--- src/rtl/sync_fifo_ctrl.sv ---
// Single-clock synchronous FIFO controller.
// Inferred DEPTH x WIDTH dual-port storage, occupancy count, programmable
// almost-full/almost-empty thresholds, overflow/underflow pulses and a
// build-time choice of standard or first-word-fall-through read mode.
//
// Handshake: a write is accepted when wr_en is high and the FIFO is not full;
// a read/pop is accepted when rd_en is high and the FIFO is not empty. A
// refused request changes nothing and raises overflow/underflow for exactly
// one cycle afterwards. In standard mode rd_valid marks the cycle in which
// data_out carries freshly read data; in FWFT mode rd_valid == !empty and
// data_out shows the head entry.
module sync_fifo_ctrl #(
  parameter int WIDTH    = 32,
  parameter int DEPTH    = 16,
  parameter int FWFT     = 0,
  parameter int AF_LEVEL = DEPTH - 2,
  parameter int AE_LEVEL = 2,
  parameter int CW       = $clog2(DEPTH + 1)
) (
  input  logic             clk,
  input  logic             rst,
  input  logic             wr_en,
  input  logic [WIDTH-1:0] data_in,
  input  logic             rd_en,
  output logic [WIDTH-1:0] data_out,
  output logic             rd_valid,
  output logic             empty,
  output logic             full,
  output logic             almost_empty,
  output logic             almost_full,
  output logic [CW-1:0]    count,
  output logic             overflow,
  output logic             underflow
);

  // Pointer width; DEPTH need not be a power of two, so wrap is explicit.
  localparam int            PW       = (DEPTH > 1) ? $clog2(DEPTH) : 1;
  localparam logic [PW-1:0] LAST_IDX = PW'(DEPTH - 1);
  localparam logic [CW-1:0] FULL_CNT = CW'(DEPTH);

  logic [WIDTH-1:0] mem [DEPTH];
  logic [PW-1:0]    wr_ptr;
  logic [PW-1:0]    rd_ptr;
  logic             wr_acc;
  logic             rd_acc;

  // Flags come only from the registered count, never from pointer compares.
  assign empty        = (count == '0);
  assign full         = (count == FULL_CNT);
  assign almost_empty = (int'(count) <= AE_LEVEL);
  assign almost_full  = (int'(count) >= AF_LEVEL);

  assign wr_acc = wr_en & ~full;
  assign rd_acc = rd_en & ~empty;

  // Storage write; not reset, and suppressed during the reset cycle.
  always_ff @(posedge clk) begin
    if (!rst && wr_acc) begin
      mem[wr_ptr] <= data_in;
    end
  end

  // Pointers and occupancy count.
  always_ff @(posedge clk) begin
    if (rst) begin
      wr_ptr <= '0;
      rd_ptr <= '0;
      count  <= '0;
    end else begin
      if (wr_acc) begin
        wr_ptr <= (wr_ptr == LAST_IDX) ? '0 : wr_ptr + PW'(1);
      end
      if (rd_acc) begin
        rd_ptr <= (rd_ptr == LAST_IDX) ? '0 : rd_ptr + PW'(1);
      end
      case ({wr_acc, rd_acc})
        2'b10:   count <= count + CW'(1);
        2'b01:   count <= count - CW'(1);
        default: count <= count;
      endcase
    end
  end

  // Error pulses: one cycle after a request refused by full/empty.
  always_ff @(posedge clk) begin
    if (rst) begin
      overflow  <= 1'b0;
      underflow <= 1'b0;
    end else begin
      overflow  <= wr_en & full;
      underflow <= rd_en & empty;
    end
  end

  generate
    if (FWFT != 0) begin : g_fwft
      // Head entry is presented directly; zero while nothing is stored.
      assign data_out = empty ? '0 : mem[rd_ptr];
      assign rd_valid = ~empty;
    end else begin : g_std
      logic [WIDTH-1:0] data_q;
      logic             valid_q;

      // Registered read port: data appears the cycle after an accepted read
      // and otherwise holds its last value.
      always_ff @(posedge clk) begin
        if (rst) begin
          data_q  <= '0;
          valid_q <= 1'b0;
        end else begin
          valid_q <= rd_acc;
          if (rd_acc) begin
            data_q <= mem[rd_ptr];
          end
        end
      end

      assign data_out = data_q;
      assign rd_valid = valid_q;
    end
  endgenerate

endmodule

--- config.mk ---
export PLATFORM = sky130hd
export DESIGN_NAME = sync_fifo_ctrl
export DESIGN_NICKNAME = d
export VERILOG_FILES = /design/src/rtl/sync_fifo_ctrl.sv
export SDC_FILE = /design/constraint.sdc
export NUM_CORES = 1
export LEC_CHECK = 0
export CORE_UTILIZATION = 60
export CTS_CLUSTER_SIZE = 8
export DETAILED_ROUTE_END_ITERATION = 6
export HOLD_SLACK_MARGIN = 0.02
export PLACE_DENSITY = 0.79
export SLEW_MARGIN = 20
export SYNTH_ARGS = -nofsm -noshare
export SYNTH_HDL_FRONTEND = slang
export SYNTH_SLANG_ARGS = --single-unit
--- constraint.sdc ---
create_clock -name clk -period 5.5 [get_ports clk]
set_input_delay 1.1 -clock clk [delete_from_list [all_inputs] [get_ports clk]]
set_output_delay 1.1 -clock clk [all_outputs]
set_load 0.01 [all_outputs]
==> results of run 1 <==
[layout make-up]
cell class	instances	area [µm²]	area share, %
Clock buffer	139	2220	8.92
Clock inverter	4	42.5	0.171
Inverter	9	33.8	0.136
Multi-Input combinational cell	356	4690	18.8
Sequential cell	560	16300	65.6
Tap cell	455	569	2.28
Timing Repair Buffer	96	1010	4.06
[flip-flops by register name, indices dropped and copies added (netlist names)]
register   cells
mem          512
data_out      32
count          5
rd_ptr         4
wr_ptr         4
overflow       1
rd_valid       1
underflow      1
[cells in the mapped netlist]
| library cell | number |
|---|---|
| or4_1 | 1 |
| nor3_1 | 9 |
| buf_4 | 9 |
| nor2_4 | 1 |
| o21ai_4 | 1 |
| a22oi_1 | 32 |
| o21a_1 | 1 |
| or3b_2 | 1 |
| nor4b_1 | 1 |
| nor2b_1 | 2 |
| o21ai_2 | 2 |
| a21oi_1 | 8 |
| clkbuf_1 | 20 |
| a21o_1 | 1 |
| mux2_2 | 33 |
| o21ai_0 | 29 |
| buf_2 | 9 |
| nor2_1 | 32 |
| inv_2 | 1 |
| ha_1 | 9 |
| xor2_1 | 2 |
| nand2b_1 | 2 |
| a31oi_1 | 1 |
| nand3_1 | 4 |
| clkbuf_2 | 3 |
| buf_6 | 6 |
| inv_1 | 8 |
| a311oi_1 | 2 |
| mux4_2 | 128 |
| edfxtp_1 | 512 |
| dfxtp_1 | 48 |
| xnor2_1 | 2 |
| mux2i_1 | 34 |
| nand2_1 | 13 |
| o21ai_1 | 3 |
| fa_1 | 1 |
| a2111oi_0 | 1 |
| buf_1 | 5 |
[report_power, final]
part / switching (W) / internal [W] / leakage [nW] / total [W]
sequential: 0.000251 / 0.00482 / 5.01 / 0.00507
combinational: 0.000962 / 0.00113 / 1.61 / 0.00209
clock: 0.00169 / 0.00271 / 1.08 / 0.00441
total: 0.00290 / 0.00867 / 7.70 / 0.0116
[worst max-delay path, stage by stage (launching register included)]
cell	delay [ps]
dfxtp_1	350
or4_1	680
o21ai_2	370
ha_1	300
inv_1	110
fa_1	400
nor2b_1	160
o21ai_0	120
nand3_1	100
or3b_2	450
mux2_2	270
[logic make-up (layout without fill, tap and decap cells)]
| group | Yosys count | after routing |
|---|---|---|
| and+or+nand+nor | 66 | 66 |
| xor gates and xnor gates | 4 | 4 |
| buffers and inverters | 61 | 248 |
| muxes | 195 | 195 |
| DFF | 560 | 560 |
| AOI/OAI and AO/OA | 81 | 81 |
| adders and majority gates | 10 | 10 |
[layer usage]
layer	up-vias	global-route usage, %	routed length, µm
li1	4328	-	-
met4	0	10.8	1530
met5	-	0	0
met3	105	3.65	2590
met2	464	46.9	24900
met1	5346	32.7	16600
[how the worst max path moves through the flow]
stage	from	endpoint	slack [ps]
after floorplan	rst	mem[3][0]	1240
after global placement	rd_en	count[4]	1750
after detailed placement	rd_en	count[4]	1690
after CTS	count[1]	empty	2080
after global routing	count[1]	count[4]	1870
final	count[0]	count[4]	2070
[through the flow]
stage                     instance area (µm²)  utilization [%]  instances  worst slack [ps]
after floorplan                         21200                -        977              1240
after global placement                  22500             64.9       1472              1750
after detailed placement                22500             64.9       1472              1690
after CTS                               24800             71.5       1615              2080
after global routing                    24900             71.8       1619              1870
final                                   24900             71.8       1619              2070
==> impl_metrics.tcl, run 1 <==
set metrics [dict create \
    wl_um 45600 \
    cts_resized 0 \
    die_w_um 190 \
    nets 1148 \
    reg2reg_slack_ps 2070 \
    path_clk_slew_ps 50 \
    syn_area_per_cell_um2 21.7 \
    placementRows 68 \
    synth_fa_ha_area_share_pct 0.624 \
    muxShareOfSynthArea_pct 16.9 \
    grt_max_degree 72 \
    power_density_nw_per_um2 464 \
    min_path_type "flop to flop" \
    wl_per_cell_um 28.2 \
    synth_compound_area_share_pct 2.46 \
    p_leak_nw 7.70 \
    min_from "data_out[31]" \
    grt-ovfl-total 0 \
    cts_setup_buffers 0 \
    slew_headroom_pct 22.1 \
    start_util_pct 61.2 \
    drc 0 \
    num_io_pins 80 \
    r2r_end "count[4]" \
    cp.required_ps 5950 \
    worstSkewPairLatency_ps 570 \
    track_usage_pct 26.4 \
    drv_cap 0 \
    die_h_um 190 \
    synthesis.area_um2 21200 \
    die_area_um2 36200 \
    grt_pass1_vias 10700 \
    rr_startpoint "count[0]" \
    whs_path_depth 2 \
    hold_end "data_out[31]" \
    gp_congestion 0.783 \
    mostFrequentLayoutCells "512 x edfxtp_1, 128 x mux4_2, 80 x clkbuf_16, 79 x clkdlybuf4s50_1, 59 x clkbuf_1" \
    synth_cell_types 38 \
    cts.path.max_buffers 3 \
    clockRootBuffer "clkbuf_16" \
    netlist_top_cells_area "edfxtp_1 72%, mux4_2 14%, dfxtp_1 4.5%" \
    synth-simple-area-share_pct 1.39 \
    rsz0062_at_grt "false" \
    viasPerCell 6.33 \
    drtIter0Drc 968 \
    min_period_over_period_pct 62.5 \
    layout_min_cycle_time_ps 3430 \
    setup-tns-final_ps 0 \
    finalClockSkew_ps 19.5 \
    reg2regPathDepth 10 \
    synth-seq-cells 560 \
    cts.sinks 560 \
    path_class "flop to flop" \
    vdd_drop_max_mv 0.297 \
    dp.final_hpwl_um 24300 \
    worst_pin_slew_ps 1170 \
    coreArea_um2 34700 \
    final_common_cell "edfxtp_1" \
    drive_above_1_share_pct 24.7 \
    setup_viol 0 \
    synth_top_area_cell "edfxtp_1" \
    cp-start-kind "flop" \
    antenna_cells 0 \
    ant_nets 0 \
    finalHoldViolations 0 \
    htree_levels 3 \
    crit_fanout 8 \
    cts_tree "built" \
    synth_top_family_by_area "multiplexers" \
    num_vias 10200 \
    seq_area_frac_synth_pct 76.9 \
    antenna_found_initial 0 \
    firstDrtPassIters 5 \
    cts_hold_buf 0 \
    syn_nets 1023 \
    portBuffers 79 \
    synth_xor_area_share_pct 0.165 \
    cp-end-kind "flop" \
    area_growth_pct 17.3 \
    crit_arrival_ps 3890 \
    synth.top_cell.area_share_pct 72.4 \
    grt_pass1_wl_um 67800 \
    syn_inst 977 \
    fin_hold_ws_ps 491 \
    fillers 2013 \
    cts-buffers-inserted 79 \
    fmax_mhz 291 \
    slew_viol_final 0 \
    outcome "finished, final reports clean" \
    ys_warn_count 0 \
    finalPower_w 0.0116 \
]
Note: power is estimated with default switching activity, not from simulation.
==> run 2: changes to the inputs <==
- CORE_UTILIZATION: 60 -> 55
- PLACE_DENSITY: 0.79 -> 0.76
- clock period: 5.5 -> 3.1 ns (I/O delays scaled with it)
==> impl_metrics.tcl, run 2 (same netlist as run 1, synthesis figures left out) <==
set metrics [dict create \
    die_area_um2 39400 \
    slew_headroom_pct 49.4 \
    drc 0 \
    grt-ovfl-total 0 \
    num_io_pins 80 \
    path_clk_slew_ps 50 \
    clockRootBuffer "clkbuf_16" \
    portBuffers 79 \
    mostFrequentLayoutCells "512 x edfxtp_1, 128 x mux4_2, 82 x clkbuf_16, 79 x clkdlybuf4s50_1, 56 x clkbuf_1" \
    layout_min_cycle_time_ps 2880 \
    grt_pass1_wl_um 67700 \
    dpl_cell_area_um2 23200 \
    final_cell_area_um2 25500 \
    nets 1187 \
    reg2regPathDepth 10 \
    antenna_cells 0 \
    die_w_um 199 \
    min_period_over_period_pct 93.0 \
    crit_arrival_ps 2260 \
    drtIter0Drc 1009 \
    largest_register "mem" \
    setup_viol 0 \
    cts_setup_buffers 0 \
    grt_max_degree 54 \
    antenna_found_initial 0 \
    cts_resized 0 \
    worstSkewPairLatency_ps 590 \
    cp-start-kind "flop" \
    drv_cap 0 \
    cp-end-kind "output port" \
    vdd_drop_max_mv 0.587 \
    placementRows 71 \
    drive_above_1_share_pct 27.6 \
    wl_per_cell_um 26.3 \
    setup-tns-final_ps 0 \
    final-seq-area_um2 16300 \
    place_inst 1571 \
    track_usage_pct 24.1 \
    die_h_um 199 \
    cts_tree "built" \
    cts_hold_buf 0 \
    fin_cells 1712 \
    gp_congestion 0.783 \
    worst_pin_slew_ps 757 \
    path_class "flop to output port" \
    cts-buffers-inserted 79 \
    outcome "finished, final reports clean" \
    dp.final_hpwl_um 24200 \
    cp.required_ps 2480 \
    crit_fanout 4 \
    pre_cts_slack_ps -67.5 \
    coreArea_um2 37800 \
    whs_path_depth 2 \
    fin_util_pct 67.5 \
    cts.sinks 560 \
    slew_viol_final 0 \
    num_vias 10300 \
    cts.path.max_buffers 3 \
    final_common_cell "edfxtp_1" \
    fmax_mhz 347 \
    wl_um 45000 \
    finalClockSkew_ps 21.0 \
    htree_levels 3 \
    largest_reg_flops 512 \
    ant_nets 0 \
    rsz0062_at_grt "false" \
    power_density_nw_per_um2 813 \
    multi_input_area_um2 4740 \
    grt_pass1_vias 11000 \
    fillers 2325 \
    finalWorstSetupSlack_ps 217 \
    finalHoldViolations 0 \
    start_util_pct 56.1 \
    area_growth_pct 20.2 \
    firstDrtPassIters 5 \
    viasPerCell 6.01 \
    min_path_type "flop to flop" \
    p_leak_nw 7.93 \
]
## run 2: cell types whose count changed in the layout (fill, tap and decap cells not counted), moves of 2 or more
cell,delta
clkbuf_16,+2
buf_12,+21
nor3_2,-4
buf_4,+22
nor3_4,+4
buf_16,-4
clkbuf_1,-3
## run 2: stage by stage
stage	hold WS, ps	total power [W]
3_5_place_dp	483	0.0130
4_1_cts	495	0.0209
2_1_floorplan	523	0.0116
3_3_place_gp	478	0.0129
6_report	487	0.0208
5_1_grt	528	0.0215
## run 2: worst paths after layout
| path | startpoint | end | slack (ps) |
|---|---|---|---|
| max | count[0] | empty | 220 |
| min | data_out[8] | data_out[8] | 490 |
| max reg2reg | count[0] | count[4] | 220 |
| min reg2reg | data_out[8] | data_out[8] | 490 |
## run 2: where the power goes
part	switching (W)	internal [W]
Clock	0.00300	0.00490
Combinational	0.00181	0.00219
Sequential	0.000304	0.00856
## run 2: final cells by class
class	instances	share of cell area (%)
sequential	560	64.0
multi-input combinational	356	18.5
clock buffer	138	8.86
timing repair buffer	135	5.82
tap	511	2.50
clock inverter	3	0.132
inverter	9	0.132
## run 2: routing by layer
metal  part of all wire [%]  track usage [%]  vias to the layer above
met4                    2.8             8.86                        0
met5                      0                0                        -
met3                    6.7             5.21                      101
met1                     39             30.7                     5372
li1                       -                -                     4406
met2                     52             41.1                      415
## run 2: worst max-delay path, cell delays in order (launching register included)
cell	delay (ps)
dfxtp_1	310
or4_4	580
buf_4	170
nor2_1	80
clkdlybuf4s50_1	540
